`config.mk`:
```
export PLATFORM = sky130hd
export DESIGN_NAME = ast_packet_gen
export DESIGN_NICKNAME = d
export VERILOG_FILES = /design/src/rtl/ast_packet_gen.sv
export SDC_FILE = /design/constraint.sdc
export NUM_CORES = 1
export LEC_CHECK = 0
export CAP_MARGIN = 20
export CORE_MARGIN = 1
export CORE_UTILIZATION = 46
export DETAILED_ROUTE_END_ITERATION = 6
export MAX_ROUTING_LAYER = met4
export PLACE_DENSITY = 0.7
export SYNTH_ARGS = -nofsm -noshare
export SYNTH_HDL_FRONTEND = slang
export SYNTH_SLANG_ARGS = --single-unit
export TNS_END_PERCENT = 30
```
`constraint.sdc`:
```
create_clock -name clk_i -period 5.04 [get_ports clk_i]
set_input_delay 0.504 -clock clk_i [delete_from_list [all_inputs] [get_ports clk_i]]
set_output_delay 0.504 -clock clk_i [all_outputs]
set_load 0.02 [all_outputs]
```
`src/rtl/ast_packet_gen.sv`:
```
// Avalon-ST traffic source: emits bursts of identical-length packets whose payload
// bytes follow a fixed pattern keyed by byte offset and packet number.
module ast_packet_gen #(
  parameter int AST_DWIDTH    = 64,
  parameter int CHANNEL_WIDTH = 1,
  parameter int MIN_PCKT_SIZE = 60,
  parameter int MAX_PCKT_SIZE = 1514,
  parameter int IPG_CYCLES    = 2,
  localparam int SYM = AST_DWIDTH / 8,
  localparam int EW  = (SYM > 1) ? $clog2(SYM) : 1
) (
  input  logic                     clk_i,
  input  logic                     srst_i,
  input  logic                     start_i,
  input  logic [10:0]              len_i,
  input  logic [7:0]               pkt_cnt_i,
  input  logic [CHANNEL_WIDTH-1:0] channel_i,
  output logic                     busy_o,
  output logic                     done_o,
  output logic                     err_o,
  output logic [AST_DWIDTH-1:0]    ast_src_data_o,
  output logic                     ast_src_valid_o,
  input  logic                     ast_src_ready_i,
  output logic                     ast_src_sop_o,
  output logic                     ast_src_eop_o,
  output logic [EW-1:0]            ast_src_empty_o,
  output logic [CHANNEL_WIDTH-1:0] ast_src_channel_o
);

  localparam logic [10:0] MIN_LEN  = 11'(MIN_PCKT_SIZE);
  localparam logic [10:0] MAX_LEN  = 11'(MAX_PCKT_SIZE);
  localparam logic [7:0]  GAP_LAST = (IPG_CYCLES > 0) ? 8'(IPG_CYCLES - 1) : 8'd0;

  typedef enum logic [1:0] {IDLE, SEND, GAP, DONE} state_e;

  state_e                   state_q;
  logic [10:0]              len_q;
  logic [7:0]               cnt_q;
  logic [7:0]               pktIdx_q;
  logic [10:0]              beatIdx_q;
  logic [7:0]               gapCnt_q;
  logic [CHANNEL_WIDTH-1:0] chanCfg_q;
  logic                     valid_q, sop_q, eop_q, busy_q, done_q, err_q;
  logic [EW-1:0]            empty_q;
  logic [AST_DWIDTH-1:0]    data_q;
  logic [CHANNEL_WIDTH-1:0] chanOut_q;

  logic                     cmdBad, xfer, lastPkt, doLoad, doClear;
  logic [10:0]              ldLen, ldBeat;
  logic [3:0]               ldPkt;
  logic [CHANNEL_WIDTH-1:0] ldChan;
  logic [AST_DWIDTH-1:0]    ldData;
  logic                     ldSop, ldEop;
  logic [EW-1:0]            ldEmpty;

  function automatic logic [10:0] wordsOf(input logic [10:0] len);
    return 11'((int'(len) + SYM - 1) / SYM);
  endfunction

  function automatic logic [EW-1:0] emptyOf(input logic [10:0] len);
    return EW'((SYM - int'(len) % SYM) % SYM);
  endfunction

  // First symbol lands in the MSBs; symbols past the packet end stay zero.
  function automatic logic [AST_DWIDTH-1:0] genWord(input logic [3:0] pkt,
                                                    input logic [10:0] beat,
                                                    input logic [10:0] len);
    logic [AST_DWIDTH-1:0] w;
    logic [11:0]           kv;
    int                    k;
    w = '0;
    for (int s = 0; s < SYM; s++) begin
      k  = int'(beat) * SYM + s;
      kv = 12'(k);
      if (k < int'(len)) w[AST_DWIDTH-1-8*s -: 8] = {pkt, kv[3:0]} ^ kv[11:4];
    end
    return w;
  endfunction

  assign cmdBad  = (len_i < MIN_LEN) || (len_i > MAX_LEN) || (pkt_cnt_i == 8'd0);
  assign xfer    = valid_q && ast_src_ready_i;
  assign lastPkt = ((pktIdx_q + 8'd1) == cnt_q);

  // Selects which beat the output registers load next and precomputes its contents.
  always_comb begin
    ldLen   = len_q;
    ldPkt   = pktIdx_q[3:0];
    ldBeat  = '0;
    ldChan  = chanCfg_q;
    doLoad  = 1'b0;
    doClear = 1'b0;
    case (state_q)
      IDLE: begin
        ldLen  = len_i;
        ldPkt  = '0;
        ldChan = channel_i;
        doLoad = start_i && !cmdBad;
      end
      SEND: begin
        if (eop_q) ldPkt = pktIdx_q[3:0] + 4'd1;
        else       ldBeat = beatIdx_q + 11'd1;
        if (xfer) begin
          if (!eop_q)                           doLoad  = 1'b1;
          else if (!lastPkt && IPG_CYCLES == 0) doLoad  = 1'b1;
          else                                  doClear = 1'b1;
        end
      end
      GAP:     doLoad = (gapCnt_q == GAP_LAST);
      default: ;
    endcase
    ldData  = genWord(ldPkt, ldBeat, ldLen);
    ldSop   = (ldBeat == '0);
    ldEop   = (ldBeat == wordsOf(ldLen) - 11'd1);
    ldEmpty = ldEop ? emptyOf(ldLen) : '0;
  end

  always_ff @(posedge clk_i) begin
    if (srst_i) begin
      state_q   <= IDLE;
      len_q     <= '0;
      cnt_q     <= '0;
      pktIdx_q  <= '0;
      beatIdx_q <= '0;
      gapCnt_q  <= '0;
      chanCfg_q <= '0;
      busy_q    <= 1'b0;
      done_q    <= 1'b0;
      err_q     <= 1'b0;
      valid_q   <= 1'b0;
      sop_q     <= 1'b0;
      eop_q     <= 1'b0;
      empty_q   <= '0;
      data_q    <= '0;
      chanOut_q <= '0;
    end else begin
      done_q <= 1'b0;
      err_q  <= 1'b0;
      case (state_q)
        IDLE: begin
          if (start_i && cmdBad) begin
            err_q <= 1'b1;
          end else if (start_i) begin
            len_q     <= len_i;
            cnt_q     <= pkt_cnt_i;
            chanCfg_q <= channel_i;
            pktIdx_q  <= '0;
            beatIdx_q <= '0;
            busy_q    <= 1'b1;
            state_q   <= SEND;
          end
        end
        SEND: begin
          if (xfer && !eop_q) begin
            beatIdx_q <= ldBeat;
          end else if (xfer && lastPkt) begin
            busy_q  <= 1'b0;
            done_q  <= 1'b1;
            state_q <= DONE;
          end else if (xfer) begin
            pktIdx_q  <= pktIdx_q + 8'd1;
            beatIdx_q <= '0;
            gapCnt_q  <= '0;
            if (IPG_CYCLES != 0) state_q <= GAP;
          end
        end
        GAP: begin
          if (gapCnt_q == GAP_LAST) state_q <= SEND;
          else gapCnt_q <= gapCnt_q + 8'd1;
        end
        DONE:    state_q <= IDLE;
        default: state_q <= IDLE;
      endcase

      if (doLoad) begin
        valid_q   <= 1'b1;
        data_q    <= ldData;
        sop_q     <= ldSop;
        eop_q     <= ldEop;
        empty_q   <= ldEmpty;
        chanOut_q <= ldChan;
      end else if (doClear) begin
        valid_q   <= 1'b0;
        data_q    <= '0;
        sop_q     <= 1'b0;
        eop_q     <= 1'b0;
        empty_q   <= '0;
        chanOut_q <= '0;
      end
    end
  end

  assign busy_o            = busy_q;
  assign done_o            = done_q;
  assign err_o             = err_q;
  assign ast_src_valid_o   = valid_q;
  assign ast_src_data_o    = data_q;
  assign ast_src_sop_o     = sop_q;
  assign ast_src_eop_o     = eop_q;
  assign ast_src_empty_o   = empty_q;
  assign ast_src_channel_o = chanOut_q;

endmodule

```
Yosys cells after proc, flatten, opt, wreduce, memory -nomap -nowiden

Index checks and enable logic that the tools add are counted.

Flip-flop bits (word level): 123
Input bits: 24
Word-level logic and storage cells: 156

Add/subtract/negate cells: 16
Order comparisons: 10
Eq/ne operators: 17
Multiplexer cells: 61
Bitwise operators: 12
Reduce and logical (&&, ||, !) cells: 24

Operator list:

| cell                                                  | number |
|---|---|
| two-way mux 8 bit                                     | 17 |
| two-way mux 64 bit                                    | 2 |
| < comparator 15 x 11 -> 1 bit                         | 7 |
| two-way mux 11 bit                                    | 8 |
| XOR 8 bit                                             | 8 |
| adder 14 x 3 -> 15 bit, second input constant         | 4 |
| one-hot mux 8 bit (2 select lines)                    | 2 |
| adder 14 x 2 -> 15 bit, second input constant         | 2 |
| one-hot mux 11 bit (2 select lines)                   | 1 |
| AND reduction 5 bit                                   | 4 |
| two-way mux 1 bit                                     | 17 |
| adder 8 x 1 -> 8 bit, second input constant           | 2 |
| inequality test 2 bit, second input constant          | 8 |
| adder 14 x 1 -> 15 bit, second input constant         | 1 |
| < comparator 14 x 11 -> 1 bit                         | 1 |
| subtractor 12 x 1 -> 13 bit, second input constant    | 1 |
| adder 11 x 4 -> 12 bit, second input constant         | 1 |
| two-way mux 2 bit                                     | 6 |
| adder 11 x 1 -> 11 bit                                | 1 |
| adder 11 x 1 -> 11 bit, second input constant         | 1 |
| == test 11 bit                                        | 1 |
| greater-than comparator 11 bit, second input constant | 1 |
| logical NOT 11 bit                                    | 1 |
| < comparator 11 x 6 -> 1 bit, second input constant   | 1 |
| other kinds (26)                                      | 42 |

Longest topological paths before layout

Gate-level depths: netlist of run 1.

Depth in word-level cells: 11
Mapped depth: 15
Mapped depth without buffers: 13

Worst setup path after synthesis of run 1

Ideal clock, no wire load.

Path kind: reg2reg
From: register eop_q, in the netlist ast_src_eop_o
To: register data_q[57], in the netlist ast_src_data_o[57]
Data arrival time: 3.376 ns
Setup slack: 1.597 ns
Stages on the path, launching flop included: 13
Buffers on the path: 2
Cell sequence: dfxtp_1 -> buf_2 -> or3b_1 -> buf_2 -> a21oi_1 -> ha_1 -> a21o_1 -> a21o_1 -> a21o_1 -> a311o_1 -> o31ai_1 -> a22oi_1 -> nor2_1

Longest elaborated chain between the ends: 5
Elaborated cells between the ends (all ways): 13
Those cells by class: order compare (1); mux (10); bitwise (1); reduce/logical (1)

Ends and longest elaborated chain:

| what                                                              | line | text |
|---|---|---|
| from (decl)                                                       | 43   | `logic valid_q, sop_q, eop_q, busy_q, done_q, err_q;` |
| from (signal assigned)                                            | 178  | `eop_q <= ldEop;` |
| two-way mux 11 bit                                                | 100  | `if (eop_q) ldPkt = pktIdx_q[3:0] + 4'd1;` |
| two-way mux 11 bit                                                | 92   | `case (state_q)` |
| < comparator 14 x 11 -> 1 bit / XOR 8 bit (equally long branches) | 75   | `if (k < int'(len)) w[AST_DWIDTH-1-8*s -: 8] = {pkt, kv[3:0]} ^ kv[11:4];` |
| two-way mux 8 bit                                                 | 75   |  |
| two-way mux 64 bit                                                | 174  | `if (doLoad) begin` |
| to (signal assigned)                                              | 176  | `data_q <= ldData;` |
| to (decl)                                                         | 45   | `logic [AST_DWIDTH-1:0] data_q;` |

Parallel ways exist; a longest one is shown, timed or not.
A chain may end at the register's enable or synchronous reset.

Final worst setup path of run 1

From: register state_q[1]
To: register data_q[59], in the netlist ast_src_data_o[59]

Longest elaborated chain between the ends: 5
Elaborated cells between the ends (all ways): 12
Those cells by class: order compare (1); eq/ne (2); mux (6); bitwise (1); reduce/logical (2)

Ends and longest elaborated chain:

| what                                                               | line | text |
|---|---|---|
| from (decl)                                                        | 36   | `state_e state_q;` |
| from (signal assigned)                                             | 119  | `state_q <= IDLE;` |
| from (signal assigned)                                             | 149  | `state_q <= SEND;` |
| from (signal assigned)                                             | 158  | `state_q <= DONE;` |
| == test 2 x 1 -> 1 bit / logical NOT 2 bit (equally long branches) | 92   |  |
| two-way mux 11 bit                                                 | 92   |  |
| < comparator 14 x 11 -> 1 bit / XOR 8 bit (equally long branches)  | 75   |  |
| two-way mux 8 bit                                                  | 75   |  |
| two-way mux 64 bit                                                 | 174  |  |

Parallel ways exist; a longest one is shown, timed or not.

==> metrics.txt, run 1 <==
worst slew pin tran 1.04 ns; met1 GRT Util 0.338; clk buf depth 2; # nets final 840; Worst VDD drop 266 uV; Hold Buf Count CTS 0; Synth Flop Type dfxtp_1; pre-CTS setup slack 0.950 ns; clock transition at the registers of the reported paths 0.06 ns; vias in the first global route 5587; reg2reg path depth 11; max cap viols 0; Yosys top cell area share 0.393; DRC viols 0; H-Tree Level Count 4; later-pin clock latency in the skew report 0.42 ns; Arrival @ worst endpoint about 4.5 ns; WL final 17600 um; Setup Buffers After CTS 0; clock root buffer master clkbuf_16; wire length per cell about 18 um; pin count of the biggest net entering global routing 63; initial antenna violation count 0; Largest stage delay, worst path 0.85 ns; remaining global-route overflow 0; crit path launch state_q[1]; final hold vios 0; most used routing layer met2; io pins 98; GR Util met2 0.419; Synth area leaders dfxtp_1 39%, nor2_1 8.7%, a22oi_1 8.0%; Synth area leader dfxtp_1; filler instances 1179; Final Util 0.601; 1st-iter DRT viols 515; die width 119 um; Worst R2R Setup Slack 0.93 ns; asr flop ratio synth 0; r2r endpoint ast_src_data_o[59]; met3 Use GR 0.0637; #FFs+latches synth 123; GP Congestion 0.877; critical path endpoint category register; antenna-violating nets left 0; Critical R2R Launch state_q[1]; CP max-delay cell o31ai_1; DR vias roughly 5700; Critical Path Source Type register; post-route clock period utilization 0.816; Setup crit end ast_src_data_o[59]; Die Height between 100 and 150 um; Initial Utilization 0.473; Slew HR 0.304; # rows 42; final setup TNS 0 ns; core box area 13200 um2; dpl hpwl 12400 um; Req. time, crit path 5.39 ns; Synth Instances 715; RSZ-0062 raised after global routing false; Pwr per Cell Area 321 nW/um2; Hold Crit Class reg2reg; CTS tree done; Setup Viol. Count Final 0; Ys Warns 0; WP buf/inv 1; leakage dissipation 3.05 nW; CP delay by family, top compound AO/OA/AOI/OAI gates; EDFF count, synth 0; clock sink total 123; GRT Overall Usage 0.268; post-synthesis sequential area ratio 0.393; TritonRoute pass-1 iters 5; Post-Syn Nets 754; Critical Setup Path Class reg2reg; Worst Skew 0.0118 ns; Max Fclk 243 MHz; layout cells sized above 1 0.0958; setup ws final 0.928 ns; outcome completed; Ant. Diodes 0; CP Depth 11; crit-path cells or3b_1 > buf_4 > a21oi_1 > ha_1 > a21o_1 > a21o_1 > a21o_1 > a311o_1 > o31ai_1 > a22oi_1 > nor2_1; port buffer count 97; crit-path max FO 26; # resized after CTS 0; Via density 5.79; Mapped Area 6260 um2; global-route wire length before repair 29000 um; area grow syn2layout 27.0%; Num CTS Buffers 17; CP most frequent cell a21o_1; post-synth cell types 75; Final Critical Period 4.11 ns; Slew Viols, Final 0; Mapped Avg Cell Area just under 9 um2; DIE AREA 14100 um2
cell usage after synthesis, types with 3 or more instances:
cell      number
xor2_1        16
nor2_1       146
or3b_1         3
nand2b_1       4
a22o_1         7
or2_2          4
nor3b_1        5
mux2i_1       28
o31ai_1        5
or3_1          5
nand2_1       32
inv_1         12
o211ai_1       5
ha_1          15
a22oi_1       67
a211oi_1       3
nand4_1       12
buf_1          5
nand4b_1       3
and3_1         6
nor2b_1        7
nor3_1         7
dfxtp_1      123
or4_1          4
o21ai_1        4
nand3_1        9
a31oi_1        3
a21o_1         9
xnor2_1       27
nor4_1         8
clkbuf_1      18
a21oi_1       21
buf_2         17
and2_1         5
a21oi_2        6
o21ai_0       14
sequential cells by signal (all words and copies together), names as in the netlist:
| name | count |
|---|---|
| len_q | 11 |
| state_q | 2 |
| err_o | 1 |
| busy_o | 1 |
| ast_src_sop_o | 1 |
| ast_src_data_o | 64 |
| cnt_q | 8 |
| ast_src_channel_o | 1 |
| done_o | 1 |
| ast_src_empty_o | 3 |
| ast_src_valid_o | 1 |
| gapCnt_q | 8 |
| beatIdx_q | 11 |
| ast_src_eop_o | 1 |
| pktIdx_q | 8 |
| chanCfg_q | 1 |
metrics by stage:
step / hold WS (ns) / area (um2) / power (W) / cells
after floorplan: 0.456 / 6260 / 0.00127 / 715
after global placement: 0.438 / 7350 / 0.00137 / 957
after detailed placement: 0.445 / 7350 / 0.00138 / 957
after CTS: 0.459 / 7930 / 0.00257 / 989
after global routing: 0.483 / 7960 / 0.00266 / 990
final: 0.453 / 7960 / 0.00256 / 990
worst min path at each step:
stage,cells past startpoint,endpoint,from
floorplan,1,beatIdx_q[10],beatIdx_q[10]
global placement,2,ast_src_empty_o[1],ast_src_empty_o[1]
detailed placement,2,ast_src_empty_o[0],ast_src_empty_o[0]
CTS,2,ast_src_empty_o[0],ast_src_empty_o[0]
global route,2,ast_src_empty_o[1],ast_src_empty_o[1]
finish,2,ast_src_empty_o[1],ast_src_empty_o[1]
final cells by class:
class                      count  area [um2]  area share
multi-input combinational    539        3580       0.450
sequential                   123        2460       0.309
timing repair buffer         107        1060       0.134
clock buffer                  17         425      0.0535
tap                          176         220      0.0277
clock inverter                15         155      0.0195
inverter                      13        48.8     0.00613
worst reg2reg max path, cell delays in order (launching register included):
cell     delay, ns
dfxtp_1       0.56
or3b_1        0.47
buf_4         0.20
a21oi_1       0.40
ha_1          0.33
a21o_1        0.18
a21o_1        0.17
a21o_1        0.18
a311o_1       0.39
o31ai_1       0.85
a22oi_1       0.15
nor2_1        0.18
kinds of logic after synthesis:
| logic type | count (synthesis) | share of synthesized area |
|---|---|---|
| simple gates | 277 | 0.219 |
| mux | 31 | 0.0507 |
| xor+xnor | 45 | 0.0675 |
| fa+ha+maj | 15 | 0.0300 |
| buf+inv | 53 | 0.0352 |
| flops | 123 | 0.393 |
| compound gates | 171 | 0.205 |
per-layer routing:
metal  wire length (um)  share of wire  vias up
met4                350          0.020        0
met5                  0              0        -
met3               1010          0.057       30
li1                   -              -     2766
met2               8470           0.48      181
met1               7790           0.44     2757
where the power goes:
group	switching [W]	internal, W
Clock	0.000492	0.000696
Sequential	0.0000213	0.00100
Combinational	0.000207	0.000140
cells in the final DEF, fill, tap and decap left out, drive strengths merged, types with 4 or more instances in the layout:
cell           netlist  final
o21ai               18     18
a22o                 7      7
xor2                16     16
buf                 22     11
o211ai               5      5
nor3b                5      5
mux2i               28     28
o31ai                6      6
nand2               32     32
a22oi               69     69
or4                  4      4
a31oi                4      4
nand2b               5      5
xnor2               27     27
clkbuf              18     17
a21oi               29     29
nand3               10     10
a21o                 9      9
clkinv               0      5
dfxtp              123    123
or2                  5      5
ha                  15     15
clkdlybuf4s50        0     96
and3                 7      7
or3                  6      6
and2                 5      5
nor2               147    147
nor2b                7      7
nor3                 8      8
nor4                 9      9
nand4               13     13
inv                 13     21
(Power assumes the default switching activity.)
==> run 2: changes to the inputs <==
--- a/config.mk
+++ b/config.mk
@@ -10,7 +10,7 @@
 export CORE_UTILIZATION = 46
 export DETAILED_ROUTE_END_ITERATION = 6
 export MAX_ROUTING_LAYER = met4
-export PLACE_DENSITY = 0.7
+export PLACE_DENSITY = 0.73
 export SYNTH_ARGS = -nofsm -noshare
 export SYNTH_HDL_FRONTEND = slang
 export SYNTH_SLANG_ARGS = --single-unit
==> constraint.sdc (replaced) <==
create_clock -name clk_i -period 3.4 [get_ports clk_i]
set_input_delay 0.34 -clock clk_i [delete_from_list [all_inputs] [get_ports clk_i]]
set_output_delay 0.34 -clock clk_i [all_outputs]
set_load 0.02 [all_outputs]
==> metrics.txt, run 2 (synthesized netlist as in run 1, its figures left out) <==
Slew Viols, Final 0; # resized after CTS 0; Hold Buf Count CTS 0; antenna-violating nets left 0; critical path endpoint category register; leakage dissipation 3.21 nW; Final Critical Period 3.30 ns; Pwr per Cell Area 463 nW/um2; CTS tree done; GRT Overall Usage 0.274; die width 119 um; pre-CTS setup slack -0.0574 ns; setup ws final 0.102 ns; most common cell after layout, fill and taps aside nor2_1; clock sink total 123; remaining global-route overflow 0; most frequent cells in the layout 146 x nor2_1, 120 x dfxtp_1, 96 x clkdlybuf4s50_1; GP Congestion 0.915; WL final 18300 um; clk buf depth 2; Ant. Diodes 0; global-route wire length before repair a little under 30000 um; Req. time, crit path 3.75 ns; # nets final roughly 870; port buffer count 97; Slew HR 0.363; initial antenna violation count 0; core box area 13200 um2; Sequential Power Share 0.396; Hold Crit Class in2reg; switching part of the total 0.279; later-pin clock latency in the skew report 0.42 ns; DIE AREA 14100 um2; placed cells 990; DRC viols 0; Arrival @ worst endpoint 3.65 ns; final hold vios 0; Worst Skew 0.0104 ns; Critical Setup Path Class reg2reg; crit-path max FO 8; wire length per cell between 15 and 20 um; vias in the first global route 5639; outcome completed; Via density a little under 6; Critical Path Source Type register; max cap viols 0; clock network power share 0.460; DR vias 5903; layout cells sized above 1 0.136; Worst R2R Setup Slack between 0.1 and 0.15 ns; Final Power 0.00382 W; Internal 0.00275 W; final setup TNS 0 ns; 1st-iter DRT viols 565; RSZ-0062 raised after global routing true; Initial Utilization 0.473; TritonRoute pass-1 iters 6; register area 2470 um2; Die Height 119 um; clock root buffer master clkbuf_16; filler instances roughly 1100; pin count of the biggest net entering global routing between 60 and 70; H-Tree Level Count 4; Multi-input gate area approximately 3600 um2; Layout Cells excl Fill around 1000; clock transition at the registers of the reported paths 0.06 ns; # rows 42; worst slew pin tran ~0.95 ns; Num CTS Buffers 17; dpl hpwl 13000 um; Setup Buffers After CTS 0; Comb power frac 0.145; Setup Viol. Count Final 0; max reg flops between 60 and 70; total net switching power 0.00107 W; io pins 98; Worst VDD drop roughly 360 uV; area grow syn2layout 31.6%; post-route clock period utilization 0.970; Max Fclk 303 MHz
[run 2: cell count changes in the layout (fill, tap and decap cells not counted), sizes merged]
cell | previous run | this run
buf | 11 | 43
inv | 21 | 18
clkbuf | 17 | 19
clkinvlp | 1 | 3
clkinv | 5 | 4
[run 2: power by group through the flow]
| stage | sequential [W] | clock (W) | combinational (W) |
|---|---|---|---|
| 6_report | 0.00151 | 0.00176 | 0.000552 |
| 5_1_grt | 0.00152 | 0.00185 | 0.000593 |
| 4_1_cts | 0.00151 | 0.00178 | 0.000543 |
| 3_5_place_dp | 0.00154 | 0 | 0.000539 |
| 3_3_place_gp | 0.00154 | 0 | 0.000525 |
| 2_1_floorplan | 0.00157 | 0 | 0.000310 |
[run 2: area by class of cell]
| type | instances | area share |
|---|---|---|
| multi-input combinational | 539 | 0.439 |
| sequential | 123 | 0.299 |
| timing repair buffer | 139 | 0.159 |
| clock buffer | 19 | 0.0537 |
| inverter | 13 | 0.00592 |
| tap | 176 | 0.0267 |
| clock inverter | 13 | 0.0162 |
[run 2: through the flow]
step / util / hold WS [ns] / cell area (um2)
floorplan: - / 0.456 / 6270
global placement: 0.576 / 0.449 / 7630
detailed placement: 0.576 / 0.455 / 7630
CTS: 0.620 / 0.354 / 8200
global route: 0.622 / 0.375 / 8240
finish: 0.622 / 0.362 / 8240
[run 2: critical path, stage by stage, from the launching register on]
cell and delay, ns:
dfxtp_1 0.43, ha_1 0.24, nand3_2 0.15, or3_4 0.37
a21oi_4 0.16, ha_1 0.25, a21o_1 0.16, a21o_1 0.16
a311o_1 0.43, o21bai_4 0.28, a21oi_2 0.34, a22oi_1 0.12
nor2_1 0.14
[run 2: layer usage]
metal | vias to the layer above | wire [um] | global-route usage
met4 | 0 | 368 | 0.0941
met3 | 34 | 907 | 0.0569
met5 | - | 0 | -
met1 | 2876 | 7850 | 0.334
li1 | 2824 | - | -
met2 | 169 | 9160 | 0.449
[run 2: worst paths after layout]
path | from | endpoint | cells past startpoint
worst max-delay path | beatIdx_q[1] | ast_src_data_o[13] | 12
worst min-delay path | srst_i | cnt_q[6] | 2
worst max register to register | beatIdx_q[1] | ast_src_data_o[13] | 12
worst min register to register | ast_src_empty_o[1] | ast_src_empty_o[1] | 2
==> run 3: changes to the inputs <==
--- a/config.mk
+++ b/config.mk
@@ -5,8 +5,9 @@
 export SDC_FILE = /design/constraint.sdc
 export NUM_CORES = 1
 export LEC_CHECK = 0
+export ABC_AREA = 0
 export CAP_MARGIN = 20
-export CORE_MARGIN = 1
+export CORE_MARGIN = 3
 export CORE_UTILIZATION = 46
 export DETAILED_ROUTE_END_ITERATION = 6
 export MAX_ROUTING_LAYER = met4
@@ -14,4 +15,4 @@
 export SYNTH_ARGS = -nofsm -noshare
 export SYNTH_HDL_FRONTEND = slang
 export SYNTH_SLANG_ARGS = --single-unit
-export TNS_END_PERCENT = 30
+export TNS_END_PERCENT = 10
==> metrics.txt, run 3 (synthesized netlist as in run 1, its figures left out) <==
Num CTS Buffers 17; clock transition at the registers of the reported paths 0.06 ns; DRC viols 0; WL final 18000 um; Worst VDD drop 312 uV; # rows 42; Worst Skew 0.0100 ns; critical path endpoint category register; dpl cell area 7600 um2; global-route wire length before repair 28900 um; Initial Utilization 0.471; clock sink total 123; DIE AREA roughly 15000 um2; reg2reg path depth 13; antenna-violating nets left 0; area grow syn2layout 31.2%; RSZ-0062 raised after global routing false; clock root buffer master clkbuf_16; worst slew pin tran 0.952 ns; most frequent cells in the layout 146 x nor2_1, 120 x dfxtp_1, 96 x clkdlybuf4s50_1; 1st-iter DRT viols 715; leakage dissipation 3.19 nW; outcome completed; r2r endpoint ast_src_data_o[29]; layout cells sized above 1 0.137; most common cell after layout, fill and taps aside nor2_1; Hold Path End cnt_q[5]; Critical Setup Path Class reg2reg; Hold Buf Count CTS 0; Pwr per Cell Area approximately 460 nW/um2; core box area 13300 um2; Die Height 123 um; TritonRoute pass-1 iters 7; Hold Path Depth 2; Critical Path Source Type register; wire length per cell about 18 um; final setup TNS 0 ns; setup ws final 0.146 ns; Setup Viol. Count Final 0; Slew Viols, Final 0; dpl hpwl 12800 um; remaining global-route overflow 0; post-route clock period utilization 0.957; later-pin clock latency in the skew report 0.42 ns; pre-CTS setup slack -0.0759 ns; CTS tree done; Critical R2R Launch beatIdx_q[1]; final hold vios 0; crit-path max FO 8; vias in the first global route 5690; max cap viols 0; die width ~120 um; initial antenna violation count 0; finished layout cell area 8220 um2; Via density a little under 6; Slew HR 0.360; Worst R2R Setup Slack 0.15 ns; Final Util 0.618; Req. time, crit path 3.76 ns; GRT Overall Usage 0.250; Final Critical Period around 3.3 ns; Arrival @ worst endpoint 3.61 ns; GP Congestion 0.954; io pins 98; pin count of the biggest net entering global routing between 60 and 70; port buffer count 97; H-Tree Level Count 4; Max Fclk 307 MHz; min-delay src srst_i; DR vias ~6000; # nets final 870; clk buf depth 2; Ant. Diodes 0; Hold Crit Class in2reg; max reg flops 64
## run 3: cell types whose count changed in the layout (fill, tap and decap cells not counted), sizes merged
cell / previous run / this run
inv: 18 / 22
buf: 43 / 41
clkinv: 4 / 2
bufinv: 1 / 0
clkbuf: 19 / 18
## run 3: worst max-delay path by stage
| stage | from | end | slack [ns] | cells after the start |
|---|---|---|---|---|
| 2_1_floorplan | ast_src_eop_o | ast_src_data_o[47] | -0.005 | 13 |
| 3_3_place_gp | len_i[1] | ast_src_empty_o[2] | 0.005 | 12 |
| 3_5_place_dp | len_i[1] | ast_src_empty_o[2] | -0.08 | 12 |
| 4_1_cts | beatIdx_q[0] | ast_src_data_o[57] | 0.03 | 11 |
| 5_1_grt | beatIdx_q[1] | ast_src_data_o[31] | 0.005 | 13 |
| 6_report | beatIdx_q[1] | ast_src_data_o[29] | 0.15 | 13 |
## run 3: final cells by class
class / count / area [um2]
fillers: 1104 / 5080
clock buffers: 18 / 439
well taps: 176 / 220
flip-flops and latches: 123 / 2470
clock inverters: 14 / 124
multi-input cells: 539 / 3640
inverters: 13 / 48.8
repair buffers: 137 / 1280
## run 3: repair_timing
action | 4_1_cts | 5_1_grt
endpoints found under the setup margin | 2 | 44
gates resized for setup | 1 | 11
pin swaps | 0 | 1
setup buffers | 0 | 0
cloned | 0 | 0
## run 3: worst max-delay path, cell delays in order (launching register included)
cell      delay (ns)
dfxtp_1         0.39
ha_2            0.23
nand3_2         0.17
or3_4           0.39
a21oi_4         0.16
ha_1            0.25
a21o_1          0.16
a21o_1          0.17
a311o_2         0.42
o21bai_4        0.27
a31oi_2         0.18
buf_4           0.19
a22oi_1         0.08
nor2_1          0.13
## run 3: per-stage QoR
step / instances / total power (W) / hold slack (ns)
after floorplan: 715 / 0.00188 / 0.456
after global placement: 988 / 0.00206 / 0.436
after detailed placement: 988 / 0.00207 / 0.444
after CTS: 1020 / 0.00377 / 0.363
after global routing: 1020 / 0.00391 / 0.386
final: 1020 / 0.00376 / 0.373
## run 3: routing by layer
layer,track usage,vias up,routed length [um]
li1,-,2820,-
met1,0.314,2855,7630
met2,0.394,216,8900
met3,0.0507,36,1090
met4,0.101,0,374
met5,-,-,0
## run 3: where the power goes
group          internal (W)  switching, W  leakage [nW]
clock network      0.000977      0.000722         0.269
registers           0.00148     0.0000304         0.999
logic              0.000227      0.000319          1.92
total               0.00269       0.00107          3.19
